### src/rtl/instr_stream_gen.sv
// RV32I instruction-stream generator for core bring-up.
// Emits LFSR-driven ADDI/ADD/BEQ/JAL words over valid/ready.
module instr_stream_gen #(
  parameter int          DATA_WIDTH  = 32,
  parameter int          DIR_WIDTH   = 5,
  parameter int          COUNT_WIDTH = 8,
  parameter logic [31:0] LFSR_SEED   = 32'hACE1_2468,
  parameter bit          AVOID_X0    = 1'b1
) (
  input  logic                   clk,
  input  logic                   arst_n,
  input  logic                   start,
  input  logic [1:0]             mode,
  input  logic [1:0]             type_sel,
  input  logic [COUNT_WIDTH-1:0] burst_len,
  input  logic                   instr_ready,
  output logic                   instr_valid,
  output logic [DATA_WIDTH-1:0]  instruction,
  output logic [1:0]             instr_type,
  output logic                   busy,
  output logic                   done
);

  localparam logic [31:0] POLY = 32'h8020_0003;

  localparam logic [1:0] T_ADDI = 2'd0;
  localparam logic [1:0] T_ADD  = 2'd1;
  localparam logic [1:0] T_BEQ  = 2'd2;
  localparam logic [1:0] T_JAL  = 2'd3;

  typedef enum logic [1:0] {
    S_IDLE,
    S_RUN,
    S_DONE
  } state_t;

  state_t                 state;
  logic [31:0]            lfsr;
  logic [31:0]            lfsr_nxt;
  logic [1:0]             mode_q;
  logic [1:0]             sel_q;
  logic [COUNT_WIDTH-1:0] len_q;
  logic [COUNT_WIDTH-1:0] cnt;
  logic [1:0]             phase;
  logic [1:0]             cur_type;
  logic [DIR_WIDTH-1:0]   rd;
  logic [31:0]            enc;
  logic                   xfer;
  logic                   cnt_wrap;
  logic                   last;

  assign xfer     = instr_valid & instr_ready;
  assign lfsr_nxt = (lfsr >> 1) ^ ({32{lfsr[0]}} & POLY);

  // Counter wraps per phase; only mode 0 needs the phase to end
  assign cnt_wrap = (cnt == len_q - COUNT_WIDTH'(1));
  assign last     = cnt_wrap & ((mode_q != 2'd0) | (phase == 2'd3));

  // Pick the type of the word currently presented
  always_comb begin
    cur_type = sel_q;
    unique case (1'b1)
      mode_q == 2'd0: cur_type = phase;
      mode_q == 2'd1: cur_type = lfsr[1:0];
      default:        cur_type = sel_q;
    endcase
  end

  // Destination register, optionally steered away from x0
  always_comb begin
    rd = lfsr[7 +: DIR_WIDTH];
    if (AVOID_X0 && (rd == '0))
      rd = DIR_WIDTH'(1);
  end

  // Build the encoding from the current LFSR value
  always_comb begin
    enc = '0;
    unique case (cur_type)
      T_ADDI:
        enc = {lfsr[31:20], lfsr[19:15], 3'b000,
               rd, 7'b0010011};
      T_ADD:
        enc = {7'b0, lfsr[24:20], lfsr[19:15],
               3'b000, rd, 7'b0110011};
      T_BEQ:
        enc = {lfsr[31:25], lfsr[24:20],
               lfsr[19:15], 3'b000,
               lfsr[11:7], 7'b1100011};
      T_JAL:
        enc = {lfsr[31:12], rd, 7'b1101111};
      default:
        enc = '0;
    endcase
  end

  assign instruction = instr_valid ? enc : '0;
  assign instr_type  = instr_valid ? cur_type : 2'd0;

  // Sequencer: latch config, step LFSR per transfer, pulse done
  always_ff @(posedge clk or negedge arst_n) begin
    if (!arst_n) begin
      state       <= S_IDLE;
      lfsr        <= LFSR_SEED;
      mode_q      <= '0;
      sel_q       <= '0;
      len_q       <= '0;
      cnt         <= '0;
      phase       <= '0;
      instr_valid <= 1'b0;
      busy        <= 1'b0;
      done        <= 1'b0;
    end else begin
      case (state)
        S_IDLE: begin
          if (start) begin
            mode_q <= mode;
            sel_q  <= type_sel;
            len_q  <= burst_len;
            cnt    <= '0;
            phase  <= '0;
            lfsr   <= LFSR_SEED;
            if (burst_len == '0) begin
              state <= S_DONE;
              done  <= 1'b1;
            end else begin
              state       <= S_RUN;
              instr_valid <= 1'b1;
              busy        <= 1'b1;
            end
          end
        end
        S_RUN: begin
          if (xfer) begin
            lfsr <= lfsr_nxt;
            if (last) begin
              state       <= S_DONE;
              instr_valid <= 1'b0;
              busy        <= 1'b0;
              done        <= 1'b1;
            end else if (cnt_wrap) begin
              cnt   <= '0;
              phase <= phase + 2'd1;
            end else begin
              cnt <= cnt + COUNT_WIDTH'(1);
            end
          end
        end
        S_DONE: begin
          done  <= 1'b0;
          state <= S_IDLE;
        end
        default: begin
          state <= S_IDLE;
        end
      endcase
    end
  end

endmodule

### config.mk
export PLATFORM = sky130hd
export DESIGN_NAME = instr_stream_gen
export DESIGN_NICKNAME = d
export VERILOG_FILES = /design/src/rtl/instr_stream_gen.sv
export SDC_FILE = /design/constraint.sdc
export NUM_CORES = 1
export LEC_CHECK = 0
export ABC_AREA = 1
export CORE_MARGIN = 2
export CORE_UTILIZATION = 53
export DETAILED_ROUTE_END_ITERATION = 16
export PLACE_DENSITY_LB_ADDON = 0.25
export SYNTH_ARGS = -nofsm -noshare
export SYNTH_HDL_FRONTEND = slang
export SYNTH_SLANG_ARGS = --single-unit
### constraint.sdc
create_clock -name clk -period 2.7 [get_ports clk]
set_clock_uncertainty 0.05 [all_clocks]
set_input_delay 0.81 -clock clk [delete_from_list [all_inputs] [get_ports clk]]
set_output_delay 0.81 -clock clk [all_outputs]
set_load 0.005 [all_outputs]
==> results of run 1 <==
## flip-flops by register name, summed over array words and instances (netlist names)
| register | flops |
|---|---|
| lfsr | 32 |
| cnt | 8 |
| len_q | 8 |
| mode_q | 2 |
| phase | 2 |
| sel_q | 2 |
| state | 2 |
| busy | 1 |
| done | 1 |
## kinds of logic (layout without fill, tap and decap cells)
logic type | count (synthesis) | in the layout | synth area share [%]
simple gates | 165 | 165 | 24.1
buf+inv | 92 | 161 | 12.1
compound gates | 62 | 62 | 12.3
flops | 58 | 58 | 47.7
xor+xnor | 9 | 9 | 2.56
fa+ha+maj | 3 | 3 | 1.22
## through the flow
| stage | worst slack, ns | hold WS (ns) | setup TNS, ns |
|---|---|---|---|
| after floorplan | 0.515 | 0.406 | 0 |
| after global placement | -0.0646 | 0.425 | -0.276 |
| after detailed placement | -0.172 | 0.431 | -1.08 |
| after CTS | -0.0784 | 0.362 | -0.252 |
| after global routing | -0.0856 | 0.392 | -0.353 |
| final | 0.0207 | 0.363 | 0 |
## cells in the mapped netlist (4+ instances only)
master / count
o21ai_1: 4
dfrtp_1: 45
dfstp_2: 13
nor2_1: 28
inv_2: 5
nand3_1: 19
o22ai_1: 16
xor2_1: 5
buf_4: 4
xnor2_1: 4
nand2_1: 87
o21ai_0: 19
inv_1: 70
a22oi_1: 11
a21oi_1: 7
nand4_1: 5
nor3_1: 9
clkbuf_1: 6
nor2_2: 5
## timing repair
action                     CTS  global route
hold buffers                 0             0
setup endpoints to repair   18            26
pin swaps                    2             3
gates resized for setup     36            46
setup buffers                4             2
## area by class of cell
cell class	instances	area (sq um)
Multi-Input combinational cell	239	1320
Inverter	77	292
Fill cell	431	1560
Timing Repair Buffer	68	603
Sequential cell	58	1470
Tap cell	72	90.1
Clock inverter	5	52.6
Clock buffer	11	151
## critical path: stages (launching register included)
cell,delay (ns)
dfrtp_2,0.44
inv_2,0.08
nand2_4,0.09
nor2_4,0.03
a221oi_2,0.16
buf_4,0.17
inv_4,0.04
nor2_1,0.07
nand2_1,0.09
buf_6,0.13
nor2_1,0.07
buf_2,0.11
## worst max path at each step
stage | start | end | slack (ns) | cells after the start
finish | mode_q[1] | instruction[12] | 0.02 | 11
global route | mode_q[1] | instruction[12] | -0.09 | 11
CTS | mode_q[0] | instruction[2] | -0.08 | 9
detailed placement | mode_q[1] | instruction[13] | -0.17 | 9
global placement | mode_q[1] | instruction[14] | -0.06 | 9
floorplan | mode_q[1] | instruction[3] | 0.51 | 9
## power groups by stage
stage / combinational (W) / sequential, W / clock, W
after floorplan: 0.00000100 / 0.000886 / 0
after global placement: 0.0000454 / 0.000885 / 0
after detailed placement: 0.0000457 / 0.000885 / 0
after CTS: 0.0000457 / 0.000870 / 0.000829
after global routing: 0.0000499 / 0.000869 / 0.000875
final: 0.0000440 / 0.000870 / 0.000814
## metal layers
layer  part of all wire [%]  global-route usage [%]
met5                      0                       0
met4                    1.8                    9.49
met3                    4.6                    6.18
met2                     53                    43.1
met1                     41                    28.3
==> flow_summary_export.csv, run 1 <==
group,metric,value,unit
yosys,syn_area,0.00307,sq mm
placed_design,post-place-cells,508,
final_layout,area_delta_synth_final,29.4,%
timing,rsz0062_at_grt,"yes",
clock_network,clkSlewWorstSetupHoldPaths,0.07,ns
worst_setup_path,r2r_end,"phase[1]",
routing,drtAntennaViolNets,0,
yosys,synth_cell_types,34,
floorplanning,die_w,80.2,um
final_layout,layout-drive-gt1-share,22.3,%
worst_setup_path,cp-start-kind,"register",
timing,finalSetupViolations,0,
worst_setup_path,end_kind,"output port",
placed_design,portBuffers,52,
yosys,synth_top_area_share,36.6,%
routing,dr.pass1.iters,7,
worst_setup_path,arrival,1.82,ns
final_layout,finalNetCount,472,
clock_network,clkLatencyLatePin,0.34,ns
worst_setup_path,reg2reg_from,"len_q[0]",
timing,hold_viol,0,
power,seqPwrFrac,50.3,%
clock_network,cts_buffers,9,
floorplanning,ioPinCount,53,
yosys,synth_top_cell_by_area,"dfrtp_1",
worst_setup_path,regToRegSetupSlack,0.58,ns
routing,wirelength,7410,um
power,internal_power,0.00136,W
yosys,seq_area_frac_synth,47.7,%
final_layout,post-route-util,71.8,%
global_route,grt_first_pass_wirelength,11900,um
yosys,yosysWarnings,0,
routing,drt_iter0_drc,155,
global_route,antenna_found_initial,0,
final_layout,final_cell_mix,"nand2_1, inv_1, dfrtp_1",
placed_design,globalplace.congestion,0.854,
timing,maxSlewViolCount,0,
power,p_total,0.00173,W
hold_path,hold_class,"in2async",
clock_network,tritoncts,"yes",
routing,wl_per_cell,14.0,um
routing,vias,2793,
global_route,grt_max_degree,41,
power,p_sw,0.000365,W
timing,worst_pin_slew,0.448,ns
power,power_density,435,mW/mm^2
global_route,grtUsageTotal,24.4,%
routing,via_per_inst,5.27,
yosys,synth-async-reset-ratio,100,%
floorplanning,die-height,80.2,um
final_layout,n_antenna_cell,0,
power,ir_worst_vdd,0.000394,V
power,p_leak,2.09,nW
floorplanning,core_area,0.00554,sq mm
clock_network,htreeDepth,3,
yosys,syn_avg_cell_area,7.90,sq um
power,combPwrFrac,2.5,%
timing,finalCritPeriodShare,99.2,%
yosys,synth_flop_cell,"dfrtp_1",
clock_network,cts_buffer_depth,2,
worst_setup_path,cp_max_fo,4,
yosys,synthCells,389,
routing,drc,0,
floorplanning,start_util,55.5,%
yosys,synth_nets,408,
final_layout,final_common_cell,"nand2_1",
global_route,grt_pass1_vias,2705,
yosys,synth-edff-count,0,
run_status,status,"finished, final reports clean",
global_route,grt_overflow_total,0,
yosys,synth.area.top_cells,"dfrtp_1, dfstp_2, nand2_1, inv_1, nor2_1",
floorplanning,die_area,0.00643,sq mm
placed_design,dp_hpwl,5190,um
clock_network,root_buffer,"clkbuf_8",
timing,relSlewSlack,70.1,%
floorplanning,rows,27,
job,maxCapViolations,0,
timing,fmax,373,MHz
worst_setup_path,crit_type,"reg2out",
worst_setup_path,ff2ff_path_depth,15,
final_layout,final_area,0.00398,sq mm
worst_setup_path,required,1.84,ns
power,swShare,21.1,%
clock_network,cts.sink_count,58,
placed_design,placed_cell_area,0.00370,sq mm
yosys,synth-seq-cells,58,
power,p_clk_share,47.1,%
timing,final.min_clock_period,2.68,ns
final_layout,fin_cells,530,
Power figures use the tool's default switching activity.
==> inputs of run 2 (changes only) <==
--- a/config.mk
+++ b/config.mk
@@ -7,8 +7,9 @@
 export LEC_CHECK = 0
 export ABC_AREA = 1
 export CORE_MARGIN = 2
-export CORE_UTILIZATION = 53
+export CORE_UTILIZATION = 63
 export DETAILED_ROUTE_END_ITERATION = 16
+export DONT_BUFFER_PORTS = 1
 export PLACE_DENSITY_LB_ADDON = 0.25
 export SYNTH_ARGS = -nofsm -noshare
 export SYNTH_HDL_FRONTEND = slang
==> run 2 against run 1 <==
Via count fell by 10%. First-iteration DRC count grew 61%. Count of clock-buffer cells in the layout unchanged. Sequential power about the same. Clock power up 6.4%. Critical path depth decreased by 3. Sequential cell count unchanged. Wire length down 11%. Core utilization decreased by 1.1 points. Setup slack better by 0.025 ns. Final cell count fell by 13%. Critical path type unchanged. Largest cell class unchanged.
==> flow_summary_export.csv, run 2 (synthesis results as in run 1) <==
group,metric,value,unit
routing,drtAntennaViolNets,0,
power,power_density,520,mW/mm^2
final_layout,finalNetCount,409,
floorplanning,rows,25,
timing,rsz0062_at_grt,"yes",
timing,worst_pin_slew,0.528,ns
floorplanning,die_w,73.9,um
floorplanning,core_area,0.00472,sq mm
placed_design,portBuffers,0,
routing,wirelength,6570,um
worst_setup_path,end_kind,"output port",
floorplanning,ioPinCount,53,
timing,hold_viol,0,
final_layout,register_area,0.00147,sq mm
clock_network,cts_buffers,9,
timing,relSlewSlack,64.6,%
final_layout,post-route-util,70.7,%
global_route,grt_overflow_total,0,
worst_setup_path,cp_num_buf_inv,2,
final_layout,fillers,363,
run_status,status,"finished, final reports clean",
routing,via_per_inst,5.44,
final_layout,largestRegisters,"lfsr (32), cnt (8), len_q (8)",
power,ir_worst_vdd,0.000372,V
job,maxCapViolations,0,
worst_setup_path,regToRegSetupSlack,0.53,ns
worst_setup_path,path_delay_family,"simple AND/OR/NAND/NOR gates",
timing,finalSetupViolations,0,
worst_setup_path,required,1.84,ns
timing,fmax,377,MHz
worst_setup_path,crit_end,"instruction[14]",
final_layout,final_common_cell,"nand2_1",
worst_setup_path,crit_path_top_delay_cell,"dfrtp_1",
routing,drc,0,
final_layout,layout-drive-gt1-share,14.2,%
worst_setup_path,path_depth,8,
worst_setup_path,critical_path.cell_chain,"inv_1 > nand2_1 > nor2_1 > a221oi_2 > inv_1 > nor2_1 > nand2_1 > nor2_1",
worst_setup_path,arrival,1.79,ns
clock_network,postCtsSetupBuffers,0,
clock_network,cts_resized,1,
power,p_leak,1.78,nW
routing,wl_per_cell,14.2,um
clock_network,cts.sink_count,58,
final_layout,area_delta_synth_final,8.67,%
global_route,grt_first_pass_wirelength,10700,um
routing,drt_iter0_drc,249,
worst_setup_path,reg2reg_from,"len_q[0]",
worst_setup_path,ff2ff_path_depth,15,
global_route,grtUsageTotal,26.1,%
final_layout,final_cell_mix,"nand2_1, inv_1, dfrtp_1",
floorplanning,start_util,65.1,%
clock_network,cts_buffer_depth,2,
global_route,grt_pass1_vias,2363,
timing,final.min_clock_period,2.65,ns
clock_network,htreeDepth,3,
final_layout,n_antenna_cell,0,
timing,maxSlewViolCount,0,
timing,finalCritPeriodShare,98.3,%
worst_setup_path,cp_max_fo,5,
routing,vias,2511,
final_layout,multi_input_area,0.00125,sq mm
worst_setup_path,r2r_end,"phase[0]",
hold_path,hold_class,"in2async",
final_layout,largest_reg_flops,32,
clock_network,clkLatencyLatePin,0.34,ns
clock_network,postCtsHoldBufs,0,
global_route,grt_max_degree,59,
clock_network,clkSlewWorstSetupHoldPaths,0.06,ns
final_layout,largest_register,"lfsr",
floorplanning,die_area,0.00545,sq mm
global_route,antenna_found_initial,0,
routing,dr.pass1.iters,4,
worst_setup_path,startpoint,"mode_q[1]",
clock_network,tritoncts,"yes",
worst_setup_path,cp_slowest_stage_delay,0.41,ns
timing,timing.hold.ws,0.111,ns
floorplanning,die-height,73.9,um
placed_design,dp_hpwl,4550,um
worst_setup_path,crit_path_frequent_cell,"nor2_1",
clock_network,root_buffer,"clkbuf_8",
worst_setup_path,cp-start-kind,"register",
placed_design,globalplace.congestion,0.852,
worst_setup_path,crit_type,"reg2out",
-- run 2: cell types whose count changed in the layout (fill, tap and decap cells not counted), moves of 3 or more --
cell | previous run | this run
nor2_1 | 24 | 28
dfrtp_1 | 42 | 45
nor2_4 | 5 | 2
buf_4 | 11 | 5
buf_6 | 4 | 0
inv_1 | 66 | 70
clkbuf_2 | 10 | 0
clkdlybuf4s50_1 | 33 | 0
dfrtp_2 | 3 | 0
inv_2 | 8 | 5
buf_2 | 5 | 0
-- run 2: stage by stage --
stage	instance area, sq um	setup TNS (ns)	setup slack, ns	total power [W]	std cells
after floorplan	3070	0	0.515	0.000887	389
after global placement	3110	0	0.405	0.000887	446
after detailed placement	3110	0	0.359	0.000887	446
after CTS	3330	0	0.00364	0.00174	462
after global routing	3340	-0.606	-0.0959	0.00178	462
final	3340	0	0.0455	0.00174	462
-- run 2: worst min path at each step --
stage / to / cells after the start
global route: lfsr[30] / 0
global placement: lfsr[5] / 2
detailed placement: lfsr[5] / 2
CTS: cnt[1] / 0
finish: len_q[0] / 0
floorplan: lfsr[3] / 2
-- run 2: area by class of cell --
cell class	count	area share [%]
multi-input cells	239	37.5
repair buffers	5	1.12
inverters	77	8.65
clock buffers	11	3.93
flip-flops and latches	58	43.9
clock inverters	5	2.36
well taps	67	2.51
-- run 2: routing by layer --
metal	wire length, um	GRT usage [%]	part of all wire [%]	vias up
met4	97	10.3	1.5	0
met5	0	0	0	-
met1	3080	35.6	47	1188
met3	298	5.76	4.5	10
li1	-	-	-	1239
met2	3090	40.6	47	74
-- run 2: report_power, final --
group / total [W] / switching [W] / internal [W]
Combinational: 0.00000114 / 0.000000501 / 0.000000640
Sequential: 0.000870 / 0 / 0.000870
Clock: 0.000866 / 0.000348 / 0.000518
-- run 2: worst reg2reg max path: stages, from the launching register on --
cell and delay, ns:
dfrtp_1 0.42, inv_2 0.11, ha_1 0.26, inv_1 0.06, nand2_1 0.08, nand3_1 0.06, nand2_1 0.07, nand2_1 0.05
nor2_1 0.09, nand2_1 0.08, nor2_4 0.13, nand2_2 0.13, nand2_2 0.17, nand3_1 0.14, nand2_1 0.09, nand2_1 0.05
==> inputs of run 3 (changes only) <==
--- a/config.mk
+++ b/config.mk
@@ -11,6 +11,7 @@
 export DETAILED_ROUTE_END_ITERATION = 16
 export DONT_BUFFER_PORTS = 1
 export PLACE_DENSITY_LB_ADDON = 0.25
+export REMOVE_ABC_BUFFERS = 1
 export SYNTH_ARGS = -nofsm -noshare
 export SYNTH_HDL_FRONTEND = slang
 export SYNTH_SLANG_ARGS = --single-unit
==> run 3 against run 2 <==
Global-route usage decreased by 0.17 points. Count of clock-buffer cells in the layout increased by 1. Clock power decreased by 6.8%. Non-clock buffer count increased by 1. Power decreased by 3.3%. Register-to-register slack improved by 0.05 ns. Largest cell class unchanged.
==> flow_summary_export.csv, run 3 (synthesis results as in run 1) <==
group,metric,value,unit
run_status,status,"finished, final reports clean",
final_layout,post-route-util,70.6,%
global_route,grt_max_degree,59,
power,p_total,0.00168,W
final_layout,final_cell_mix,"nand2_1, inv_1, dfrtp_1",
timing,timing.hold.ws,0.109,ns
routing,drc,0,
worst_setup_path,end_kind,"output port",
floorplanning,start_util,65.1,%
routing,dr.pass1.iters,4,
power,ir_worst_vdd,0.000356,V
placed_design,dp_hpwl,4460,um
final_layout,final_common_cell,"nand2_1",
clock_network,tritoncts,"yes",
worst_setup_path,cp_max_fo,7,
timing,maxSlewViolCount,0,
routing,drt_iter0_drc,131,
job,maxCapViolations,0,
timing,rsz0062_at_grt,"yes",
clock_network,htreeDepth,3,
placed_design,globalplace.congestion,0.861,
clock_network,cts_buffers,9,
timing,final.min_clock_period,2.60,ns
worst_setup_path,cp-start-kind,"register",
final_layout,fillers,399,
hold_path,hold_class,"in2async",
timing,hold_viol,0,
timing,finalCritPeriodShare,96.2,%
timing,finalSetupViolations,0,
floorplanning,ioPinCount,53,
final_layout,area_delta_synth_final,8.55,%
final_layout,largestRegisters,"lfsr (32), cnt (8), len_q (8)",
floorplanning,die_area,0.00545,sq mm
floorplanning,core_area,0.00472,sq mm
timing,relSlewSlack,66.6,%
global_route,antenna_found_initial,0,
final_layout,n_antenna_cell,0,
worst_setup_path,arrival,1.74,ns
routing,wl_per_cell,13.9,um
timing,worst_pin_slew,0.498,ns
clock_network,cts.sink_count,58,
worst_setup_path,regToRegSetupSlack,0.58,ns
clock_network,clkLatencyLatePin,0.34,ns
routing,wirelength,6430,um
final_layout,layout-drive-gt1-share,14.4,%
placed_design,portBuffers,0,
global_route,grtUsageTotal,25.9,%
clock_network,cts_buffer_depth,2,
worst_setup_path,crit_type,"reg2out",
power,power_density,503,mW/mm^2
power,p_leak,1.78,nW
floorplanning,die_w,73.9,um
final_layout,largest_register,"lfsr",
global_route,grt_overflow_total,0,
clock_network,root_buffer,"clkbuf_8",
clock_network,clkSlewWorstSetupHoldPaths,0.06,ns
floorplanning,rows,25,
timing,fmax,385,MHz
final_layout,largest_reg_flops,32,
worst_setup_path,required,1.84,ns
global_route,grt_first_pass_wirelength,10600,um
global_route,grt_pass1_vias,2372,
final_layout,finalNetCount,410,
routing,vias,2502,
routing,via_per_inst,5.40,
routing,drtAntennaViolNets,0,
floorplanning,die-height,73.9,um
-- run 3: what timing repair did --
action	4_1_cts	5_1_grt
hold buffers	0	0
resized for setup	1	1
buffers inserted	0	0
hold endpoints to repair	0	0
endpoints found under the setup margin	7	12
-- run 3: through the flow --
stage	TNS (ns)	cells	area, sq um	setup slack [ns]
after floorplan	0	374	2990	0.517
after detailed placement	0	447	3120	0.318
after global placement	0	447	3120	0.410
after global routing	-0.298	463	3340	-0.0446
after CTS	0	463	3330	0.108
final	0	463	3340	0.104
-- run 3: worst max-delay path: stages, from the launching register on --
cell	delay (ns)
dfrtp_1	0.41
nor2_1	0.18
inv_1	0.08
o221ai_1	0.18
buf_4	0.17
nor2_1	0.12
nor3_1	0.26
-- run 3: cell type report --
| class | instances | area (sq um) | area share (%) |
|---|---|---|---|
| Clock buffer | 12 | 155 | 4.65 |
| Clock inverter | 4 | 50.0 | 1.50 |
| Timing Repair Buffer | 6 | 45.0 | 1.35 |
| Sequential cell | 58 | 1470 | 44.0 |
| Tap cell | 67 | 83.8 | 2.51 |
| Multi-Input combinational cell | 239 | 1250 | 37.3 |
| Inverter | 77 | 289 | 8.66 |
-- run 3: worst paths after layout --
check / start / to / cells after the start
worst max-delay path: mode_q[1] / instruction[27] / 6
worst min-delay path: arst_n / len_q[7] / 0
worst max register to register: len_q[0] / phase[0] / 15
worst min register to register: lfsr[5] / lfsr[5] / 2
max in group asynchronous: arst_n / lfsr[31] / 0
min in group clk: lfsr[5] / lfsr[5] / 2
-- run 3: power by group --
group	total, W	internal, W	switching, W
clock	0.000807	0.000474	0.000333
sequential	0.000870	0.000870	0
combinational	0.00000130	0.000000641	0.000000659
total	0.00168	0.00135	0.000334
-- run 3: per-layer routing --
metal	part of all wire, %	global-route usage, %	up-vias
li1	-	-	1233
met4	2.2	10.3	0
met1	43	31.7	1180
met3	5.1	6.86	16
met5	0	0	-
met2	50	43.5	73
